$ cat src/rtl/sn74121_oneshot.sv
// SN74121-class monostable for the PDP-8/I timing chain: edge-detects the A/B trigger
// inputs and emits one WIDTH-cycle pulse on q/q_n. Define SN74121_RETRIGGER_EN for 74122-style retriggering.
module sn74121_oneshot #(
  parameter int WIDTH    = 8,
  parameter int RECOVERY = 2,
  localparam int MAXV    = (WIDTH > RECOVERY) ? WIDTH : RECOVERY,
  localparam int CW      = $clog2(MAXV + 1)
) (
  input  logic mclk,
  input  logic reset,
  input  logic a1_n,
  input  logic a2_n,
  input  logic b,
  input  logic clr_n,
  output logic q,
  output logic q_n,
  output logic busy
);

  // Handshake: none; triggers are level samples, and q/q_n/busy are plain registered levels.
  typedef enum logic [1:0] {
    S_IDLE    = 2'd0,
    S_PULSE   = 2'd1,
    S_RECOVER = 2'd2
  } state_t;

  localparam logic [CW-1:0] W_LOAD = CW'(WIDTH - 1);
  localparam logic [CW-1:0] R_LOAD = (RECOVERY > 0) ? CW'(RECOVERY - 1) : '0;

  state_t        state, state_nxt;
  logic [CW-1:0] cnt, cnt_nxt;
  logic          a1_r, a2_r, b_r, clr_r;
  logic          t_prev, armed;
  logic          t, trg;
  logic          q_nxt, busy_nxt;

  assign t   = (~a1_r | ~a2_r) & b_r;
  assign trg = t & ~t_prev & clr_r;

  always_ff @(posedge mclk) begin
    if (reset) begin
      a1_r   <= 1'b1;
      a2_r   <= 1'b1;
      b_r    <= 1'b0;
      clr_r  <= 1'b1;
      t_prev <= 1'b1;
      armed  <= 1'b0;
      state  <= S_IDLE;
      cnt    <= '0;
      q      <= 1'b0;
      q_n    <= 1'b1;
      busy   <= 1'b0;
    end else begin
      a1_r   <= a1_n;
      a2_r   <= a2_n;
      b_r    <= b;
      clr_r  <= clr_n;
      // The first sample after reset sees its predecessor as asserted, so a level held across release never fires.
      t_prev <= t | ~armed;
      armed  <= 1'b1;
      state  <= state_nxt;
      cnt    <= cnt_nxt;
      q      <= q_nxt;
      q_n    <= ~q_nxt;
      busy   <= busy_nxt;
    end
  end

  always_comb begin
    state_nxt = state;
    cnt_nxt   = cnt;
    if (!clr_r) begin
      state_nxt = S_IDLE;
      cnt_nxt   = '0;
    end else begin
      case (state)
        S_IDLE: begin
          if (trg) begin
            state_nxt = S_PULSE;
            cnt_nxt   = W_LOAD;
          end
        end
        S_PULSE: begin
`ifdef SN74121_RETRIGGER_EN
          if (trg) begin
            cnt_nxt = W_LOAD;
          end else
`endif
          if (cnt != '0) begin
            cnt_nxt = cnt - 1'b1;
          end else if (RECOVERY > 0) begin
            state_nxt = S_RECOVER;
            cnt_nxt   = R_LOAD;
          end else begin
            state_nxt = S_IDLE;
          end
        end
        S_RECOVER: begin
          if (cnt != '0) begin
            cnt_nxt = cnt - 1'b1;
          end else begin
            state_nxt = S_IDLE;
          end
        end
        default: begin
          state_nxt = S_IDLE;
          cnt_nxt   = '0;
        end
      endcase
    end
  end

  always_comb begin
    q_nxt    = (state_nxt == S_PULSE);
    busy_nxt = (state_nxt != S_IDLE);
  end

endmodule

$ cat config.mk
export PLATFORM = sky130hd
export DESIGN_NAME = sn74121_oneshot
export DESIGN_NICKNAME = d
export VERILOG_FILES = /design/src/rtl/sn74121_oneshot.sv
export SDC_FILE = /design/constraint.sdc
export NUM_CORES = 1
export LEC_CHECK = 0
export ABC_AREA = 1
export ABC_CLOCK_PERIOD_IN_PS = 2200
export BUFFER_PORTS_ARGS = -buffer_cell sky130_fd_sc_hd__buf_2
export CAP_MARGIN = 0
export CORE_MARGIN = 2
export CORE_UTILIZATION = 30
export DETAILED_ROUTE_END_ITERATION = 10
export HOLD_SLACK_MARGIN = 0.02
export PLACE_DENSITY_LB_ADDON = 0.1
export SETUP_SLACK_MARGIN = 0.02
export SYNTH_ARGS = -nofsm -noshare
export SYNTH_HDL_FRONTEND = slang
export SYNTH_SLANG_ARGS = --single-unit
$ cat constraint.sdc
create_clock -name mclk -period 2.2 [get_ports mclk]
set_input_delay 0.22 -clock mclk [delete_from_list [all_inputs] [get_ports mclk]]
set_output_delay 0.22 -clock mclk [all_outputs]
set_load 0.005 [all_outputs]
Word-level counts from Yosys, hierarchy flattened
Cells that the tools add are included.
{"block": "totals", "ff_bits": 15, "inputBits": 6, "out_inout_bits": 3, "wordCells": 43}
{"block": "op_classes", "n_addsub": 1, "eq_ne": 5, "n_mux": 10, "n_bitwise": 11, "n_reduce_logical": 5}
{"op": "4-bit two-way mux", "n": 3}
{"op": "4-bit case mux with 3 select lines", "n": 1}
{"op": "2-bit two-way mux", "n": 4}
{"op": "1-bit NOT", "n": 6}
{"op": "2-bit case mux with 3 select lines", "n": 1}
{"op": "2-bit by 1-bit == test with 1-bit output (second input constant)", "n": 2}
{"op": "2-bit != test (second input constant)", "n": 2}
{"op": "4-bit nonzero test", "n": 1}
{"op": "4-bit by 1-bit subtractor with 4-bit output (second input constant)", "n": 1}
{"op": "1-bit AND", "n": 3}
{"op": "2-bit == test (second input constant)", "n": 1}
{"op": "2-bit logical NOT", "n": 1}
{"op": "1-bit bitwise OR", "n": 2}
{"op": "2-bit AND reduction", "n": 1}
{"op": "2-bit nonzero test", "n": 1}
{"op": "2-bit OR reduction", "n": 1}
{"op": "1-bit two-way mux", "n": 1}

Depth between registers and ports, before layout
{"block": "logic_depth", "word_depth": 10, "depth_mapped": 9, "ltp_nobuf": 9}

Worst setup path after synthesis
OpenSTA, ideal clock, no wires.
{"block": "synth_timing", "path_kind": "register to register", "from": "reg cnt[0]", "to": "reg cnt[3]", "setup_time_ns": 0.062, "arrival_time_ns": 1.094, "t_required_ns": 2.138, "slack_ns": 1.044, "path_stages_with_launch": 10, "n_path_buf": 0, "synth_period_minus_slack_ns": 1.156, "cell_sequence": "dfxtp_1 > inv_1 > ha_1 > nand2_1 > nand2_1 > nand2_1 > nand3_1 > nand2_1 > nand2_1 > nor2_2"}
{"block": "synth_via", "elab_chain_cells": 3, "word_cells_on_any_way": 7, "cone_classes": "1 x add/sub; 1 x eq/ne; 3 x mux; 2 x reduce/logical"}
{"element": "from (decl)", "line_no": "31", "rtl": "logic [CW-1:0] cnt, cnt_nxt;"}
{"element": "from (signal assigned)", "line_no": "62", "rtl": "cnt <= cnt_nxt;"}
{"element": "4-bit by 1-bit subtractor with 4-bit output / 4-bit nonzero test (equally long branches)"}
{"element": "4-bit two-way mux (tied with other cells)", "line_no": "99", "rtl": "if (cnt != '0) begin"}
{"element": "4-bit case mux with 3 select lines / 2-bit AND reduction (equally long branches)"}
Parallel ways exist; a longest one is shown, timed or not. The select of a mux whose other input is x is not followed.
A chain may end at the register's enable or synchronous reset.

Worst setup path in the final report
Same ends and word-level chain as after synthesis.

==> out/results.ini <==
[outcome]
outcome = complete, no violations

[die]
fp.dieH_um = 50.75
start_util_pct = 32.75
die_w_um = 50.75
core_region_area_um2 = 2002
dieArea_um2 = 2576
num_io_pins = 9
row_count = 16

[global_routing]
top_usage_layer = met2
grt-ovfl-total = 0
use_met1_pct = 14.10
grt_use_met3_pct = 3.571
track_usage_pct = 11.92
met2_usage_pct = 19.74
antenna_found_initial = 0
first_global_vias = 563
grt_max_degree = 10
grt_pass1_wl_um = 2242

[clock_network]
htreeDepth = 1
cts_made_buffers = 3
clk_latency_ns = 0.28
ctsResizeCount = 0
cts_tree = done
clk_path_buf_depth = 2
cts-root-buf = clkbuf_4
cts_setup_buffers = 0
clk_pin_slew_worst_paths_ns = 0.09
cts_hold_buf = 0
cts_sinks = 15

[worst_setup_path]
r2r_slack_ns = 0.86
critPathMostFrequentCell = nand2_1
slowest_delay_ns = 0.32
critical_path_buf_inv_count = 1
crit_chain = inv_1 -> ha_1 -> nand2_1 -> nand2_1 -> nand2_1 -> nand3_1 -> nand2_1 -> nand2_1 -> nor2_2
crit_slowest_cell = dfxtp_1
cp-start-kind = register
crit_path_end_kind = register
crit_arrival_ns = 1.51
r2r-start = cnt[0]
rr_worst_depth = 9
timing.rr.end = cnt[3]
critPathMaxFanout = 6
cpLargestDelayFamily = simple AND/OR/NAND/NOR gates
crit_type = register to register
crit_required_ns = 2.37

[routing]
num_vias = 567
wire_per_inst_um = 9.008
vias_per_cell = 4.295
drt_iter0_drc = 3
drcViolationCount = 0
drtAntennaViolNets = 0
drt_pass1_iterations = 4
drt_wl_total_um = 1189

[place]
gp_congestion = 0.8007
dp_hpwl_um = 953.2
dp_slack_ns = 0.8571
dpl_cell_area_um2 = 729.5
portBuffers = 8

[yosys]
synthMuxAreaShare_pct = 0
synth_top_family_by_area = simple AND/OR/NAND/NOR gates
async_flop_share_pct = 0
synth_area_per_cell_um2 = 7.050
synth_flop_cell = dfxtp_1
ys_seq_area_share_pct = 45.80
netlist_instances = 93
syn_nets = 100
synth_top_area_cell = dfxtp_1
netlist.area_leader.share_pct = 45.80
yosys.area_share.simple_pct = 37.79
yosys_warnings = 0
synthAdderAreaFrac_pct = 1.908
ys_ff_latch = 15
synth_edf_count = 0
synthXorXnorAreaFrac_pct = 0
yosysMostFrequentCell = nand2_1
synth_common_cells = nand2_1, dfxtp_1, inv_1, nor2_1, nand3_1
synth_area_leaders = dfxtp_1, nand2_1, inv_1
netlist_area_um2 = 655.6
synth_compound_area_share_pct = 4.580
synth_cell_types = 15

[sta]
slew_headroom_pct = 80.97
slew_viol_final = 0
timing.final.crit_share_pct = 60.86
hold_viol_final = 0
tightest_slew_ns = 0.2844
period_needed_ns = 1.339
setup_tns_ns = 0
fin_ws_ns = 0.8610
setup_viol = 0
finClkSkew_ns = 0.002582
grt_setup_unrepaired = false
clock.fmax_mhz = 746.8

[hold_path]
min_to = a2_r
hold_class = primary input to register
holdPathStages = 2
min_from = a2_n

[layout]
final_area_um2 = 757.0
n_antenna_cell = 0
area_growth_pct = 15.46
drive_gt1_share_pct = 25.71
nets = 113
fill_cells = 233

[power_and_ir_drop]
power_density_nw_per_um2 = 779.5
p_leak_nw = 0.3699
max-vdd-ir-drop_uv = 339.2

[job]
maxCapViolations = 0

## power breakdown
group	switching [W]	internal (W)
combinational	0.0000852	0.0000479
clock	0.0000863	0.0000675
sequential	0.0000128	0.000290
total	0.000184	0.000406
## cell families after synthesis
family | after synthesis
AND/OR/NAND/NOR | 54
flip-flops | 15
AO/OA/AOI/OAI | 6
adder cells (fa/ha/maj) | 1
buffers and inverters | 17
## registers in the layout (all words and copies together), names as in the netlist
register,count
armed,1
a1_r,1
clr_r,1
busy,1
cnt,4
t_prev,1
state,2
q,1
q_n,1
b_r,1
a2_r,1
## cells in the final DEF, fill, tap and decap left out
master | synthesis | layout
nor2_2 | 6 | 6
nand3_1 | 7 | 7
nor2_4 | 1 | 1
clkinv_2 | 1 | 2
ha_1 | 1 | 1
nor2_1 | 8 | 8
inv_1 | 13 | 13
inv_2 | 3 | 3
o21ai_0 | 1 | 1
o21ai_1 | 3 | 3
or2_2 | 3 | 3
a21oi_1 | 2 | 2
buf_2 | 0 | 8
clkbuf_4 | 0 | 3
nand3_2 | 1 | 1
nand2_1 | 28 | 28
dfxtp_1 | 15 | 15
## worst max-delay path by stage
stage | to | slack [ns] | start | cells past startpoint
2_1_floorplan | cnt[3] | 1.04 | cnt[0] | 9
3_3_place_gp | cnt[3] | 0.88 | cnt[0] | 9
3_5_place_dp | cnt[3] | 0.86 | cnt[0] | 9
4_1_cts | cnt[3] | 0.83 | cnt[0] | 9
5_1_grt | cnt[3] | 0.65 | cnt[0] | 9
6_report | cnt[3] | 0.86 | cnt[0] | 9
## final cells by class
type	count	area, µm²	area share [%]
clock inverter	1	5.005	0.6612
timing repair buffer	8	40.04	5.289
sequential	15	300.3	39.67
tap	27	33.78	4.463
clock buffer	3	22.52	2.975
inverter	17	65.06	8.595
multi-input combinational	61	290.3	38.35
## routing by layer
metal / vias to the layer above / wire length (µm)
met3: 2 / 45
met2: 9 / 535
met4: 0 / 17
met5: - / 0
met1: 251 / 591
li1: 305 / -
## stage by stage
step                power [W]  util [%]  hold slack (ns)  std cells
finish              0.0005901     37.81           0.1138        132
global route        0.0006444     37.81          0.08754        132
CTS                 0.0006006     37.81           0.1033        132
detailed placement  0.0004448     36.44           0.3820        128
global placement    0.0004455     36.44           0.3730        128
floorplan           0.0004124         -           0.2912         93
Power figures use the tool's default switching activity.
